### src/rtl/fifo_arb_pkg.sv
// Shared types and defaults for the fifo write-port arbiter.
// Includes a reference round-robin pick helper for up to 8 requesters.
package fifo_arb_pkg;

   localparam int unsigned NUM_REQ_DEF    = 4;
   localparam int unsigned DATA_WIDTH_DEF = 8;
   localparam int unsigned NUM_REQ_MAX    = 8;
   localparam int unsigned PTR_W_MAX      = 3;

   typedef enum logic {ARB_IDLE, ARB_LOCKED} arb_state_t;

   typedef struct packed {
      logic                 found;
      logic [PTR_W_MAX-1:0] idx;
   } rr_pick_t;

   // First asserted bit at or above ptr, otherwise first asserted bit overall.
   function automatic rr_pick_t rr_pick(input logic [NUM_REQ_MAX-1:0] valid,
                                        input logic [PTR_W_MAX-1:0]   ptr);
      rr_pick_t r;
      logic     hit_hi;
      r      = '0;
      hit_hi = 1'b0;
      for (int unsigned i = 0; i < NUM_REQ_MAX; i++) begin
         if (valid[i] && (i >= 32'(ptr)) && !hit_hi) begin
            hit_hi  = 1'b1;
            r.found = 1'b1;
            r.idx   = PTR_W_MAX'(i);
         end
      end
      for (int unsigned i = 0; i < NUM_REQ_MAX; i++) begin
         if (valid[i] && !r.found) begin
            r.found = 1'b1;
            r.idx   = PTR_W_MAX'(i);
         end
      end
      return r;
   endfunction

endpackage

### src/rtl/fifo_wr_arbiter_rr_pick_core.sv
// Combinational round-robin pick: masked priority encoder (index >= ptr)
// with an unmasked fallback when nothing at or above ptr is valid.
module rr_pick_core
   import fifo_arb_pkg::*;
#(
   parameter int unsigned NUM_REQ = NUM_REQ_DEF
) (
   input  logic [NUM_REQ-1:0]         valid_i,
   input  logic [$clog2(NUM_REQ)-1:0] ptr_i,
   output logic [$clog2(NUM_REQ)-1:0] idx_o,
   output logic                       found_o
);

   localparam int unsigned PTR_W = $clog2(NUM_REQ);

   logic [NUM_REQ-1:0] masked;
   logic [PTR_W-1:0]   idx_hi, idx_any;
   logic               found_hi, found_any;

   always_comb begin
      masked    = '0;
      idx_hi    = '0;
      idx_any   = '0;
      found_hi  = 1'b0;
      found_any = 1'b0;
      for (int unsigned i = 0; i < NUM_REQ; i++) begin
         masked[i] = valid_i[i] & (i >= 32'(ptr_i));
      end
      for (int unsigned i = 0; i < NUM_REQ; i++) begin
         if (masked[i] && !found_hi) begin
            found_hi = 1'b1;
            idx_hi   = PTR_W'(i);
         end
         if (valid_i[i] && !found_any) begin
            found_any = 1'b1;
            idx_any   = PTR_W'(i);
         end
      end
      idx_o   = found_hi ? idx_hi : idx_any;
      found_o = found_any;
   end

endmodule

### src/rtl/fifo_wr_arbiter.sv
// Round-robin arbiter sharing one fifo write port among NUM_REQ producers.
// Define FIFO_ARB_BURST_EN to compile in burst lock (up to MAX_BURST beats per grant).
module fifo_wr_arbiter
   import fifo_arb_pkg::*;
#(
   parameter int unsigned NUM_REQ    = NUM_REQ_DEF,
   parameter int unsigned DATA_WIDTH = DATA_WIDTH_DEF,
   parameter int unsigned MAX_BURST  = 4
) (
   input  logic                          clk,
   input  logic                          rst,
   input  logic [NUM_REQ-1:0]            req_valid,
   input  logic [NUM_REQ*DATA_WIDTH-1:0] req_data,
   output logic [NUM_REQ-1:0]            req_ready,
   input  logic                          full,
   output logic                          wr_en,
   output logic [DATA_WIDTH-1:0]         data_in,
   output logic [$clog2(NUM_REQ)-1:0]    grant_id,
   output logic                          busy
);

   localparam int unsigned PTR_W = $clog2(NUM_REQ);

   if (NUM_REQ < 2 || NUM_REQ > 8) begin : g_bad_num_req
      $error("NUM_REQ must be in 2..8");
   end
   if (MAX_BURST < 1 || MAX_BURST > 15) begin : g_bad_max_burst
      $error("MAX_BURST must be in 1..15");
   end

   logic                  hold_valid_q, hold_valid_d;
   logic [DATA_WIDTH-1:0] data_q, data_d;
   logic [PTR_W-1:0]      gid_q, gid_d;
   logic [PTR_W-1:0]      rr_ptr_q, rr_ptr_d;

   logic [NUM_REQ-1:0]    cand_valid;
   logic [PTR_W-1:0]      pick_idx, pick_next;
   logic                  pick_found;
   logic                  slot_free, xfer;

   rr_pick_core #(.NUM_REQ(NUM_REQ)) u_pick (
      .valid_i (cand_valid),
      .ptr_i   (rr_ptr_q),
      .idx_o   (pick_idx),
      .found_o (pick_found)
   );

   always_comb begin
      slot_free = ~hold_valid_q | ~full;
      xfer      = pick_found & slot_free & ~rst;
      req_ready = xfer ? (NUM_REQ'(1) << pick_idx) : '0;
      wr_en     = hold_valid_q & ~full & ~rst;
      pick_next = (32'(pick_idx) == NUM_REQ - 1) ? '0 : pick_idx + 1'b1;
   end

   always_comb begin
      hold_valid_d = hold_valid_q;
      data_d       = data_q;
      gid_d        = gid_q;
      if (xfer) begin
         hold_valid_d = 1'b1;
         data_d       = req_data[32'(pick_idx)*DATA_WIDTH +: DATA_WIDTH];
         gid_d        = pick_idx;
      end else if (wr_en) begin
         hold_valid_d = 1'b0;
      end
   end

   always_ff @(posedge clk) begin
      if (rst) begin
         hold_valid_q <= 1'b0;
         data_q       <= '0;
         gid_q        <= '0;
         rr_ptr_q     <= '0;
      end else begin
         hold_valid_q <= hold_valid_d;
         data_q       <= data_d;
         gid_q        <= gid_d;
         rr_ptr_q     <= rr_ptr_d;
      end
   end

`ifdef FIFO_ARB_BURST_EN
   arb_state_t         state_q, state_d;
   logic [PTR_W-1:0]   owner_q, owner_d, owner_next;
   logic [3:0]         cnt_q, cnt_d;
   logic [NUM_REQ-1:0] owner_mask;

   always_comb begin
      owner_mask = NUM_REQ'(1) << owner_q;
      owner_next = (32'(owner_q) == NUM_REQ - 1) ? '0 : owner_q + 1'b1;
      cand_valid = req_valid;
      if (state_q == ARB_LOCKED) begin
         cand_valid = req_valid & owner_mask;
      end
   end

   // A full stall leaves slot_free low, so neither exit condition can fire.
   always_comb begin
      state_d  = state_q;
      owner_d  = owner_q;
      cnt_d    = cnt_q;
      rr_ptr_d = rr_ptr_q;
      case (state_q)
         ARB_IDLE: begin
            if (xfer) begin
               if (MAX_BURST <= 1) begin
                  rr_ptr_d = pick_next;
               end else begin
                  state_d = ARB_LOCKED;
                  owner_d = pick_idx;
                  cnt_d   = 4'd1;
               end
            end
         end
         ARB_LOCKED: begin
            if (xfer) begin
               if (32'(cnt_q) + 1 >= MAX_BURST) begin
                  state_d  = ARB_IDLE;
                  cnt_d    = '0;
                  rr_ptr_d = owner_next;
               end else begin
                  cnt_d = cnt_q + 4'd1;
               end
            end else if (((req_valid & owner_mask) == '0) && slot_free) begin
               state_d  = ARB_IDLE;
               cnt_d    = '0;
               rr_ptr_d = owner_next;
            end
         end
         default: state_d = ARB_IDLE;
      endcase
   end

   always_ff @(posedge clk) begin
      if (rst) begin
         state_q <= ARB_IDLE;
         owner_q <= '0;
         cnt_q   <= '0;
      end else begin
         state_q <= state_d;
         owner_q <= owner_d;
         cnt_q   <= cnt_d;
      end
   end
`else
   always_comb begin
      cand_valid = req_valid;
      rr_ptr_d   = xfer ? pick_next : rr_ptr_q;
   end
`endif

   assign data_in  = data_q;
   assign grant_id = gid_q;
   assign busy     = hold_valid_q;

endmodule

### config.mk
export PLATFORM = sky130hd
export DESIGN_NAME = fifo_wr_arbiter
export DESIGN_NICKNAME = d
export VERILOG_FILES = /design/src/rtl/fifo_arb_pkg.sv /design/src/rtl/fifo_wr_arbiter_rr_pick_core.sv /design/src/rtl/fifo_wr_arbiter.sv
export SDC_FILE = /design/constraint.sdc
export NUM_CORES = 1
export LEC_CHECK = 0
export ABC_AREA = 1
export BUFFER_PORTS_ARGS = -buffer_cell sky130_fd_sc_hd__buf_4
export CORE_MARGIN = 5
export CORE_UTILIZATION = 45
export DETAILED_ROUTE_END_ITERATION = 6
export HOLD_SLACK_MARGIN = 0.03
export PLACE_DENSITY = 0.9
export SYNTH_ARGS = -nofsm -noshare
export SYNTH_HDL_FRONTEND = slang
export SYNTH_SLANG_ARGS = --single-unit
### constraint.sdc
create_clock -name clk -period 5.9 [get_ports clk]
set_clock_uncertainty 0.1 [all_clocks]
set_input_delay 1.475 -clock clk [delete_from_list [all_inputs] [get_ports clk]]
set_output_delay 1.475 -clock clk [all_outputs]
set_load 0.03 [all_outputs]
Yosys cells after proc, flatten, opt, wreduce, memory -nomap -nowiden
Cells that the tools add are included.
{ "op_classes": {"div_mod_pow": 0, "n_mux": 19, "n_mul": 0, "order_cmp": 3, "shift": 2, "bitwise_logic": 11, "reduce_logical": 13, "eq_ne": 1, "addsub": 1} }
{ "ops": {"columns": ["cell", "count"], "rows": [
  ["$shiftx 32x6->8", 1],
  ["$mux 1", 12],
  ["$mux 2", 6],
  ["$and 1x1->1", 7],
  ["$logic_and 1x1->1", 6],
  ["$logic_not 1->1", 6],
  ["$ge 1x2->1 const A", 2],
  ["$mux 4", 1],
  ["$shl 1x2->4 const A", 1],
  ["$not 1->1", 3],
  ["$add 2x1->2 const B", 1],
  ["$eq 2x2->1 const B", 1],
  ["$ge 2x2->1 const A", 1],
  ["$reduce_bool 2->1", 1],
  ["$or 1x1->1", 1]
]} }
{ "word_totals": {"mem_bits_rw": 0, "memories": 0, "latch_bits": 0, "out_inout_bits": 16, "regBits": 13, "word_cells": 54, "in_bits": 39, "mem_bits_ro": 0} }

Longest topological paths before layout
{ "logic_depth": {"word_depth": 15, "ltp_mapped": 11, "mapped_depth_nobuf": 10} }

Modules after synthesis
A second synthesis with hierarchy kept.
{ "unflattened": {"hier_cells": 191, "hier_area_um2": 1138.6} }
{ "by_module_without_submodules": {"columns": ["mod", "seq_area_each_um2", "instances", "area_per_inst_um2", "cells_per_inst"], "rows": [
  ["fifo_wr_arbiter", 260.2, 1, 1039.7, 167],
  ["rr_pick_core", 0.0, 1, 98.8, 24]
]} }

Worst setup path after synthesis
OpenSTA, ideal clock, no wires.
{ "synth_timing": {"path_type": "input to output", "from": "in req_valid[1]", "to": "out req_ready[0]", "path_buffers": 1, "t_required_ns": 4.325, "path_slack_ns": 1.669, "cell_stages": 9, "arrival_ns": 2.656, "path_cell_list": "inv_1 -> nor2_2 -> nor2_1 -> nor2_4 -> o21ai_4 -> buf_6 -> ha_1 -> inv_1 -> nor2_1"} }
{ "synth_via": {"elab_chain_cells": 12} }
{ "synth_rtl": {"columns": ["item", "line_no", "source"], "rows": [
  ["from (decl)", "fifo_wr_arbiter.sv:12", "input logic [NUM_REQ-1:0] req_valid,"],
  ["$and 1x1->1", "fifo_wr_arbiter_rr_pick_core.sv:27", "masked[i] = valid_i[i] & (i >= 32'(ptr_i));"],
  ["$logic_and 1x1->1", "fifo_wr_arbiter_rr_pick_core.sv:30", "if (masked[i] && !found_hi) begin"],
  ["$mux 1", "fifo_wr_arbiter_rr_pick_core.sv:30", null],
  ["$logic_not 1->1", "fifo_wr_arbiter_rr_pick_core.sv:30", null],
  ["$logic_and 1x1->1", "fifo_wr_arbiter_rr_pick_core.sv:30", null],
  ["$mux 1", "fifo_wr_arbiter_rr_pick_core.sv:30", null],
  ["$logic_not 1->1", "fifo_wr_arbiter_rr_pick_core.sv:30", null],
  ["$logic_and 1x1->1", "fifo_wr_arbiter_rr_pick_core.sv:30", null],
  ["$mux 2 or $mux 1 (tied branches)", "fifo_wr_arbiter_rr_pick_core.sv:30", null],
  ["$mux 2", "fifo_wr_arbiter_rr_pick_core.sv:39", "idx_o = found_hi ? idx_hi : idx_any;"],
  ["$shl 1x2->4", "fifo_wr_arbiter.sv:51", "req_ready = xfer ? (NUM_REQ'(1) << pick_idx) : '0;"],
  ["$mux 4 (*)", "fifo_wr_arbiter.sv:51", null],
  ["to (decl)", "fifo_wr_arbiter.sv:14", "output logic [NUM_REQ-1:0] req_ready,"]
]} }
Every way passes the cells marked *; elsewhere a longest branch is shown, timed or not.

Final worst setup path
{ "layout_timing": {"from": "in req_valid[0]", "to": "out req_ready[1]"} }
{ "layout_via": {"elab_chain_cells": 14} }
{ "layout_rtl": {"columns": ["item", "line_no", "source"], "rows": [
  ["$and 1x1->1", "fifo_wr_arbiter_rr_pick_core.sv:27", null],
  ["$mux 1", "fifo_wr_arbiter_rr_pick_core.sv:30", null],
  ["$logic_not 1->1", "fifo_wr_arbiter_rr_pick_core.sv:30", null],
  ["$logic_and 1x1->1", "fifo_wr_arbiter_rr_pick_core.sv:30", null],
  ["$mux 1", "fifo_wr_arbiter_rr_pick_core.sv:30", null],
  ["$logic_not 1->1", "fifo_wr_arbiter_rr_pick_core.sv:30", null],
  ["$logic_and 1x1->1", "fifo_wr_arbiter_rr_pick_core.sv:30", null],
  ["$mux 1", "fifo_wr_arbiter_rr_pick_core.sv:30", null],
  ["$logic_not 1->1", "fifo_wr_arbiter_rr_pick_core.sv:30", null],
  ["$logic_and 1x1->1", "fifo_wr_arbiter_rr_pick_core.sv:30", null],
  ["$mux 2 or $mux 1 (tied branches)", "fifo_wr_arbiter_rr_pick_core.sv:30", null],
  ["$mux 2 (*)", "fifo_wr_arbiter_rr_pick_core.sv:39", null],
  ["net pick_idx[0]", "fifo_wr_arbiter.sv:37", "logic [PTR_W-1:0] pick_idx, pick_next;"],
  ["$shl 1x2->4 (*)", "fifo_wr_arbiter.sv:51", null],
  ["$mux 4 (*)", "fifo_wr_arbiter.sv:51", null]
]} }
Mark *: on every way through the listed nets, which the timed path passes. The rest lies on a longest branch.

==> results_dict.tcl <==
set metrics [dict create \
    status "complete, no violations" \
    clock-sinks 13 \
    dp.final_hpwl_um 2170 \
    powerDensity_mw_per_mm2 209 \
    hold_path.startpoint "data_in[4]" \
    clock.fmax_mhz 218 \
    hold_viol 0 \
    seq_area_frac_synth_pct 26.3 \
    die_w_um 56.9 \
    synth-async-reset-ratio_pct 0 \
    reg2reg_depth 8 \
    stdcell_count 246 \
    tritoncts.num_buffers 3 \
    die_h_um 56.9 \
    maxCapViolCount 0 \
    synth-edff-count 0 \
    hold_ws_ns 0.379 \
    grt_pass1_wl_um 4620 \
    drive_gt1_share_pct 31.7 \
    num_rows 17 \
    yosysTopAreaCellShare_pct 26.3 \
    power.leakage_nw 0.821 \
    period_share_pct 77.9 \
    slew_violations 0 \
    ant_nets 0 \
    drtIter0Drc 49 \
    cts_tree "built" \
    slew_headroom_pct 56.2 \
    first_pass_iters 4 \
    initial_core_util_pct 46.1 \
    overflow 0 \
    hp-class "reg -> reg" \
    synth_ff_type "dfxtp_1" \
    wire_per_inst_um 11.3 \
    vias 1181 \
    synth.avg_cell_area_um2 6.03 \
    clockBufferDepth 2 \
    fp.coreArea_mm2 0.00215 \
    die-area_mm2 0.00324 \
    io_buffers 54 \
    cts_setup_buffers 0 \
    tns_ns 0 \
    grt_max_degree 26 \
    synth_area_leader_cell "dfxtp_1" \
    fin_crit_ns 4.60 \
    grt_pass1_vias 1097 \
    multi_input_area_um2 572 \
    ios 55 \
    ir_drop_mv 0.178 \
    crit_fanout 25 \
    wl_um 2780 \
    r2r-end "rr_ptr_q[1]" \
    n_antenna_cell 0 \
    root_buffer "clkbuf_4" \
    cts_resized 0 \
    seqCellArea_um2 260 \
    cp-start-kind "primary input" \
    rrSetupSlack_ns 3.73 \
    synth_common_cells "nand2_1, nand3_1, inv_1, dfxtp_1, nor2_1" \
    r2r-start "rr_ptr_q[1]" \
    syn-num-nets 207 \
    finalWeightedCongestion 0.817 \
    crit_arrival_ns 3.02 \
    path_class "in -> out" \
    synthToLayoutAreaGrowth_pct 43.7 \
    yosysMostFrequentCell "nand2_1" \
    antenna_found_initial 0 \
    cts_htree_levels 1 \
    cts-hold-fix-buffers 0 \
    synth.cell_area_um2 990 \
    rsz0062_at_grt "false" \
    ys_warn_count 0 \
    grtUsageTotal_pct 17.5 \
    avgViaCountPerCell 4.80 \
    cp.required_ns 4.32 \
    clkSlewWorstSetupHoldPaths_ns 0.08 \
    end_kind "output port" \
    nets 262 \
    clkLatencyLatePin_ns 0.27 \
    worst_pin_slew_ns 0.655 \
    hold_end "data_in[4]" \
    setup_violations 0 \
    hold_depth 2 \
    dp.cells 242 \
    synth_area_leaders "dfxtp_1, nand2_1, nand3_1" \
    fillers 224 \
    synth_seq_cells 13 \
    synth.distinct_cells 21 \
    drc 0 \
    syn_inst 164 \
]
[critical path, stage by stage]
cell and delay [ns]:
buf_4 0.12, nand2_1 0.09, nand3_1 0.12, o21ai_4 0.54
inv_2 0.17, ha_1 0.24, inv_1 0.05, nor2_1 0.03
buf_4 0.17
[metrics by stage]
step / utilization [%] / worst slack, ns / total power, mW / instance area [um^2]
2_1_floorplan: - / 1.67 / 0.196 / 990
3_3_place_gp: 65.0 / 1.35 / 0.242 / 1400
3_5_place_dp: 65.0 / 1.30 / 0.244 / 1400
4_1_cts: 66.2 / 1.30 / 0.298 / 1420
5_1_grt: 66.2 / 1.12 / 0.317 / 1420
6_report: 66.2 / 1.30 / 0.297 / 1420
[where the power goes]
part | internal (mW) | leakage, nW | switching (mW) | total (mW)
sequential | 0.0992 | 0.108 | 0.00699 | 0.106
combinational | 0.0545 | 0.698 | 0.0811 | 0.136
clock | 0.0262 | 0.0150 | 0.0290 | 0.0552
total | 0.180 | 0.821 | 0.117 | 0.297
[worst max-delay path by stage]
stage               cells past startpoint  slack [ns]      endpoint    startpoint
floorplan                               9        1.67  req_ready[0]  req_valid[1]
global placement                        9        1.35  req_ready[1]  req_valid[0]
detailed placement                      9        1.30  req_ready[1]  req_valid[0]
CTS                                     9        1.30  req_ready[1]  req_valid[0]
global route                           10        1.12  req_ready[1]  req_valid[0]
finish                                  9        1.30  req_ready[1]  req_valid[0]
[per-layer routing]
layer | track usage (%) | share of wire (%)
met1 | 21.3 | 41
met4 | 4.64 | 0.86
met3 | 4.83 | 8.2
met5 | 0 | 0
met2 | 29.9 | 49
[cells in the final DEF (no fill, tap or decap), types with 4 or more instances in the layout]
cell type  count
nand3_1       31
nand2_2        4
a21oi_1        9
dfxtp_1       13
inv_1         30
buf_4         54
ha_1           4
nor2_1        12
nand2_1       42
[state kept, by name (all words and copies together), names as in the netlist]
register	count
busy	1
data_in	8
grant_id	2
rr_ptr_q	2
[kinds of logic (layout without fill, tap and decap cells)]
family / Yosys count / count (layout) / synth area share [%]
AND/OR/NAND/NOR: 94 / 94 / 43.1
buffers and inverters: 37 / 91 / 15.9
AO/OA/AOI/OAI: 16 / 16 / 9.61
flip-flops: 13 / 13 / 26.3
adder cells (fa/ha/maj): 4 / 4 / 5.06
[final cells by class]
type / instances / share of cell area, %
multi-input combinational: 114 / 40.2
clock buffer: 4 / 1.85
sequential: 13 / 18.3
inverter: 33 / 8.71
tap: 28 / 2.46
timing repair buffer: 54 / 28.5
No activity file was read; power rests on OpenSTA's default activity.
